### config.mk
export PLATFORM = sky130hd
export DESIGN_NAME = mem_arbiter
export DESIGN_NICKNAME = d
export VERILOG_FILES = /design/src/rtl/mem_arbiter.sv
export SDC_FILE = /design/constraint.sdc
export NUM_CORES = 1
export LEC_CHECK = 0
export BUFFER_PORTS_ARGS = -buffer_cell sky130_fd_sc_hd__buf_2
export CAP_MARGIN = 30
export CORE_MARGIN = 1.5
export CORE_UTILIZATION = 35
export DETAILED_ROUTE_END_ITERATION = 10
export GPL_TIMING_DRIVEN = 1
export PLACE_DENSITY = 0.85
export SLEW_MARGIN = 25
export SYNTH_ARGS = -nofsm -noshare
export SYNTH_HDL_FRONTEND = slang
export SYNTH_SLANG_ARGS = --single-unit
### constraint.sdc
create_clock -name clk -period 1.4 [get_ports clk]
set_input_delay 0.28 -clock clk [delete_from_list [all_inputs] [get_ports clk]]
set_output_delay 0.28 -clock clk [all_outputs]
set_load 0.005 [all_outputs]
### src/rtl/mem_arbiter.sv
// mem_arbiter: three-requester arbiter in front of a single-port RAM.
// Requesters are instruction fetch (if), load-store (ls) and the RISK unit
// (rk). Grants are combinational; read data returns through a two-entry
// requester-id pipeline so that rvalid rises exactly two cycles after gnt.
// RISK bursts lock the RAM for up to MAX_BURST consecutive beats.
// Optional feature: define MEM_ARBITER_RR_EN for round-robin arbitration
// in IDLE. Without it, fixed priority ls > if > rk is used.
module mem_arbiter #(
  parameter int ADDR_W    = 14,
  parameter int MAX_BURST = 16
) (
  input  logic              clk,
  input  logic              resetn,
  // instruction fetch
  input  logic              if_req,
  input  logic [ADDR_W-1:0] if_addr,
  // load-store
  input  logic              ls_req,
  input  logic [ADDR_W-1:0] ls_addr,
  input  logic [1:0]        ls_wsize,
  input  logic [31:0]       ls_wdata,
  // RISK unit
  input  logic              rk_req,
  input  logic [ADDR_W-1:0] rk_addr,
  input  logic              rk_last,
  // grants and read returns
  output logic              if_gnt,
  output logic              ls_gnt,
  output logic              rk_gnt,
  output logic              if_rvalid,
  output logic              ls_rvalid,
  output logic              rk_rvalid,
  output logic [31:0]       rdata,
  // RAM command port
  output logic [ADDR_W-1:0] mem_addr,
  output logic [31:0]       mem_wdata,
  output logic [1:0]        mem_wsize,
  input  logic [31:0]       mem_rdata
);

  localparam int CNT_W = $clog2(MAX_BURST + 1);

  typedef enum logic {
    IDLE,
    BURST
  } state_t;

  // Requester ids; SRC_NONE doubles as "no grant" and "empty pipe slot".
  typedef enum logic [1:0] {
    SRC_NONE,
    SRC_IF,
    SRC_LS,
    SRC_RK
  } src_t;

  state_t            state, state_nxt;
  logic [CNT_W-1:0]  beat_cnt, beat_cnt_nxt;
  src_t              sel;
  logic              sel_is_read;
  logic [ADDR_W-1:0] last_addr;
  src_t              rd_s1, rd_s2;

`ifdef MEM_ARBITER_RR_EN
  // Round-robin pointer: the requester that gets first look next time.
  src_t rr_ptr;

  // Pick the first active requester starting from the pointer.
  function automatic src_t rr_pick(input src_t ptr, input logic r_if,
                                   input logic r_ls, input logic r_rk);
    src_t pick;
    pick = SRC_NONE;
    case (ptr)
      SRC_LS: begin
        if (r_ls)      pick = SRC_LS;
        else if (r_rk) pick = SRC_RK;
        else if (r_if) pick = SRC_IF;
      end
      SRC_RK: begin
        if (r_rk)      pick = SRC_RK;
        else if (r_if) pick = SRC_IF;
        else if (r_ls) pick = SRC_LS;
      end
      default: begin
        if (r_if)      pick = SRC_IF;
        else if (r_ls) pick = SRC_LS;
        else if (r_rk) pick = SRC_RK;
      end
    endcase
    return pick;
  endfunction
`endif

  // Select the requester that owns the RAM this cycle.
  always_comb begin
    // NOTE: every always_comb output gets a default first so no path can
    // leave it unassigned and infer a latch.
    sel = SRC_NONE;
    if (!resetn) begin
      sel = SRC_NONE;
    end else if (state == BURST && rk_req) begin
      // An open burst owns the RAM outright while rk keeps requesting.
      sel = SRC_RK;
    end else begin
`ifdef MEM_ARBITER_RR_EN
      sel = rr_pick(rr_ptr, if_req, ls_req, rk_req);
`else
      if (ls_req)      sel = SRC_LS;
      else if (if_req) sel = SRC_IF;
      else if (rk_req) sel = SRC_RK;
`endif
    end
  end

  assign if_gnt = (sel == SRC_IF);
  assign ls_gnt = (sel == SRC_LS);
  assign rk_gnt = (sel == SRC_RK);

  // Only ls can write; every other grant is a read that returns data.
  assign sel_is_read = (sel != SRC_NONE) && !(sel == SRC_LS && ls_wsize != 2'b00);

  // Drive the RAM command from the granted requester; idle cycles keep the
  // last address and issue no write.
  always_comb begin
    mem_addr  = last_addr;
    mem_wdata = '0;
    mem_wsize = 2'b00;
    case (sel)
      SRC_IF: mem_addr = if_addr;
      SRC_LS: begin
        mem_addr  = ls_addr;
        mem_wsize = ls_wsize;
        mem_wdata = (ls_wsize != 2'b00) ? ls_wdata : '0;
      end
      SRC_RK: mem_addr = rk_addr;
      default: ;
    endcase
  end

  // Burst tracking: open on a non-final rk beat in IDLE, close on the last
  // beat, on the beat that reaches MAX_BURST, or when rk drops its request.
  always_comb begin
    state_nxt    = state;
    beat_cnt_nxt = beat_cnt;
    case (state)
      IDLE: begin
        if (rk_gnt && !rk_last && MAX_BURST > 1) begin
          state_nxt    = BURST;
          beat_cnt_nxt = CNT_W'(1);
        end
      end
      BURST: begin
        if (!rk_gnt) begin
          state_nxt    = IDLE;
          beat_cnt_nxt = '0;
        end else if (rk_last || (beat_cnt + CNT_W'(1) == CNT_W'(MAX_BURST))) begin
          state_nxt    = IDLE;
          beat_cnt_nxt = '0;
        end else begin
          beat_cnt_nxt = beat_cnt + CNT_W'(1);
        end
      end
      default: begin
        state_nxt    = IDLE;
        beat_cnt_nxt = '0;
      end
    endcase
  end

  // State, address hold, read-id pipeline and read-data register.
  always_ff @(posedge clk) begin
    // NOTE: reset is synchronous here; every register, including the read
    // pipeline and rdata, is cleared so in-flight reads are dropped.
    if (!resetn) begin
      state     <= IDLE;
      beat_cnt  <= '0;
      last_addr <= '0;
      rd_s1     <= SRC_NONE;
      rd_s2     <= SRC_NONE;
      rdata     <= '0;
    end else begin
      // NOTE: sequential state uses non-blocking assignments so every
      // register samples pre-edge values regardless of statement order.
      state     <= state_nxt;
      beat_cnt  <= beat_cnt_nxt;
      last_addr <= mem_addr;
      rd_s1     <= sel_is_read ? sel : SRC_NONE;
      rd_s2     <= rd_s1;
      rdata     <= mem_rdata;
    end
  end

`ifdef MEM_ARBITER_RR_EN
  // Advance the pointer past whichever requester was just served.
  always_ff @(posedge clk) begin
    if (!resetn) begin
      rr_ptr <= SRC_IF;
    end else begin
      case (sel)
        SRC_IF:  rr_ptr <= SRC_LS;
        SRC_LS:  rr_ptr <= SRC_RK;
        SRC_RK:  rr_ptr <= SRC_IF;
        default: rr_ptr <= rr_ptr;
      endcase
    end
  end
`endif

  assign if_rvalid = (rd_s2 == SRC_IF);
  assign ls_rvalid = (rd_s2 == SRC_LS);
  assign rk_rvalid = (rd_s2 == SRC_RK);

endmodule

## Yosys cells after proc, flatten, opt, wreduce, memory -nomap -nowiden

Cells that the tools add are included.
W data, S select, Z words.

- Reductions and logical operators: 10
- $add $sub $neg: 1
- Bitwise operators: 1
- Muxes and demuxes: 17
- Eq/ne operators: 8

Operator list:

| kind | number |
|---|---|
| $mux W32 | 2 |
| $pmux W14 S3 | 1 |
| $mux W5 | 3 |
| $mux W2 | 6 |
| $pmux W5 S2 | 1 |
| $eq A2 B2 Y1 const B | 4 |
| $add A5 B1 Y5 const B | 1 |
| $eq A5 B5 Y1 const B | 1 |
| $eq A2 B1 Y1 const B | 2 |
| $logic_and A1 B1 Y1 | 4 |
| $reduce_bool A2 Y1 | 2 |
| $mux W1 | 3 |
| $logic_not A1 Y1 | 2 |
| $ne A2 B2 Y1 const B | 1 |
| $pmux W1 S2 | 1 |
| $reduce_and A2 Y1 | 1 |
| $logic_or A1 B1 Y1 | 1 |
| $not A1 Y1 | 1 |

- Bits in registers: 56
- Word-level logic and storage cells: 43
- Output and inout bits: 86
- Input bits: 114

## Logic depth before layout (Yosys ltp)

- Word-level depth: 10
- Mapped depth: 6

## Worst setup path after synthesis

OpenSTA, ideal clock, no wires.

- Path kind: reg-to-output
- Start point: register state
- End point: output mem_wdata[10]
- Stages on the path, launching flop included: 7
- Buffers on the path: 2
- Data arrival time: 1.224 ns
- Slack: -0.104 ns
- Cells stage by stage: dfxtp_1 and2_4 nor2b_1 buf_6 o211a_4 buf_2 and2_1

- Cells in the longest elaborated chain, start to end: 5

Ends and longest elaborated chain:

| element | RTL line | source |
|---|---|---|
| from (decl) | 56 | `state_t state, state_nxt;` |
| from (signal assigned) | 183 | `state <= state_nxt;` |
| $logic_and A1 B1 Y1 | 100 | `end else if (state == BURST && rk_req) begin` |
| $mux W2 | 100 |  |
| $mux W2 | 98 | `if (!resetn) begin` |
| $eq A2 B2 Y1 | 127 | `case (sel)` |
| $mux W32 | 127 |  |
| to (decl) | 36 | `output logic [31:0] mem_wdata,` |

No other way between the ends.

## Worst setup path after layout

- Start point: register state
- End point: output mem_addr[8]

- Cells in the longest elaborated chain, start to end: 5

Ends and longest elaborated chain:

| element | RTL line | source |
|---|---|---|
| $logic_and A1 B1 Y1 * | 100 |  |
| $mux W2 * | 100 |  |
| $mux W2 * | 98 |  |
| $eq A2 B2 Y1 or $eq A2 B1 Y1 (tied branches) | 127 |  |
| $pmux W14 S3 * | 127 |  |
| to (decl) | 35 | `output logic [ADDR_W-1:0] mem_addr,` |

Mark *: on every way between the ends. The rest lies on a longest branch, timed or not.

==> out/metrics.csv <==
metric;value;unit
areaGrowthSynthToFinish;85.3;%
die_w;86.3;um
portBuffers;199;
end_kind;output port;
worstHoldPathType;in -> reg;
peakVddDrop;0.363;mV
die_h;86.3;um
start_util;35.9;%
cts-root-buf;clkbuf_8;
ys_seq_area_share;46.2;%
groute.usage.overall;22.1;%
worstSetupStartpointType;flop;
placementRows;30;
gr-total-overflow;0;
drt-initial-drc-count;95;
fin_skew;0.00450;ns
drt_first_pass_iters;4;
min_period;1.91;ns
p_leak;2.22;nW
fin_crit_sh;136;%
synthCells;268;
rsz0062_at_grt;true;
drive_above_1_share;65.2;%
critPathMaxFanout;4;
drc;0;
arrival;1.63;ns
die_area;0.00745;mm^2
power_density;786;mW/mm^2
vias;2938;
drv_slew;0;
numClockSinks;56;
status;complete, but fails checks;
r2r_slack;-0.03;ns
pin_count;200;
syn_nets;383;
synthTopCellsByArea;dfxtp_1 (46%), and2_1 (18%), a21oi_1 (7.2%);
path_cells;and2_4, nor2b_4, buf_6, buf_6, a21oi_1, a21oi_1, buf_2;
setup_viol;55;
worst_slack;-0.508;ns
synth_most_common_cell;and2_1;
grt_pass1_vias;2751;
grt_max_degree;25;
ys_warn_count;0;
path_buf_inv;3;
final_cells;595;
avgRoutedWirePerCell;15.5;um
violations;setup timing;
slowest_delay;0.34;ns
slew_headroom;79.0;%
cp.required;1.12;ns
synth_top_area_share;46.2;%
htree_levels;2;
clk_path_buf_depth;2;
grt_pass1_wl;12900;um
synthFlopType;dfxtp_1;
synth_edf_count;0;
gp_congestion;0.833;
ant_nets;0;
dp.cells;570;
antenna_found_initial;0;
dp_hpwl;5890;um
cts_tree;done;
hold_violations;0;
core;0.00676;mm^2
crit_family;buffers and inverters;
vias_per_cell;4.94;
syn_area;0.00243;mm^2
max_freq;524;MHz
ys_async_sr_fraction;0;%
synth_commonest_cells;and2_1 (69), dfxtp_1 (56), a21oi_1 (35), nor2_1 (20);
ys_types;38;
maxCapViolations;0;
num_antenna_cells;0;
ys_ff_latch;56;
finalPower;3.54;mW
clk_pin_slew;0.10;ns
cp_slowest_cell;dfxtp_2;
drt_wl_total;9220;um
crit_type;reg -> out;
avgSynthCellArea;9.06;um^2
nets;629;
timing.hold.ws;0.170;ns
numCtsBuffers;5;
yosysTopAreaCell;dfxtp_1;
insertion_delay;0.31;ns
worstMarginPinSlew;0.314;ns
worst register-to-register path, cell delays in order, from the launching register on:
cell and delay [ns]:
dfxtp_2 0.34, and2_4 0.15, nor3_4 0.16, buf_4 0.15, buf_8 0.12, a22oi_2 0.09, buf_4 0.14, a211oi_1 0.21
where the power goes:
| group | leakage [nW] | internal (mW) | switching (mW) |
|---|---|---|---|
| Clock | 0.0463 | 0.368 | 0.551 |
| Combinational | 1.71 | 0.518 | 0.393 |
| Sequential | 0.465 | 1.68 | 0.0252 |
| Total | 2.22 | 2.57 | 0.970 |
cell type report:
| type | count | area [um^2] |
|---|---|---|
| Sequential cell | 56 | 1120 |
| Multi-Input combinational cell | 198 | 1490 |
| Fill cell | 548 | 2260 |
| Inverter | 3 | 11.3 |
| Clock buffer | 5 | 68.8 |
| Tap cell | 80 | 100 |
| Timing Repair Buffer | 250 | 1680 |
| Clock inverter | 3 | 27.5 |
worst paths after layout:
path         depth (start not counted)           end     startpoint
max                                  7   mem_addr[8]          state
min reg2reg                          1      rd_s2[1]       rd_s1[1]
max reg2reg                          7  last_addr[4]          state
min                                  2     rdata[21]  mem_rdata[21]
stage by stage:
step	utilization, %	setup slack, ns	setup TNS, ns	cell area [um^2]
floorplan	-	-0.0411	-1.28	2470
global placement	56.0	-0.385	-14.90	3780
detailed placement	56.0	-0.471	-19.36	3780
CTS	62.1	-0.486	-22.20	4200
global route	66.6	-0.626	-28.23	4500
finish	66.6	-0.508	-22.85	4500
cells by family after synthesis:
logic type               share of synthesized area, %
multiplexers                                    0.412
flip-flops                                       46.2
adder cells (fa/ha/maj)                         0.515
buffers and inverters                            4.17
AND/OR/NAND/NOR                                  27.6
AO/OA/AOI/OAI                                    21.1
layer usage:
metal  vias up  part of all wire, %  track usage (%)  wire [um]
li1       1423                    -                -          -
met1      1375                   40             27.4       3730
met2       123                   53             40.5       4870
met3        17                  5.0             3.81        462
met4         0                  1.6             4.11        150
met5         -                    0                0          0
repair_timing:
action / in CTS / in global routing
setup endpoints to repair: 58 / 61
cloned: 5 / 0
gates resized for setup: 39 / 70
hold buffers: 0 / 0
pin swaps: 23 / 24
setup buffers: 11 / 2
state kept, by name, indices dropped and copies added, names as in the netlist:
name       cells
rd_s2          2
rdata         32
last_addr     14
beat_cnt       5
rd_s1          2
state          1
layout by cell type (no fill, tap or decap), drive strengths merged, types with 2 or more instances in the layout:
cell / count
and2: 70
o211a: 5
nor2: 20
nand2b: 4
a211oi: 8
o21a: 2
buf: 250
dfxtp: 56
a21oi: 35
nor2b: 3
o21ai: 11
and3: 2
inv: 4
a22oi: 14
clkbuf: 5
nor3: 3
o21ba: 2
nand2: 7
a31oi: 2
No activity file was read; power rests on OpenSTA's default activity.
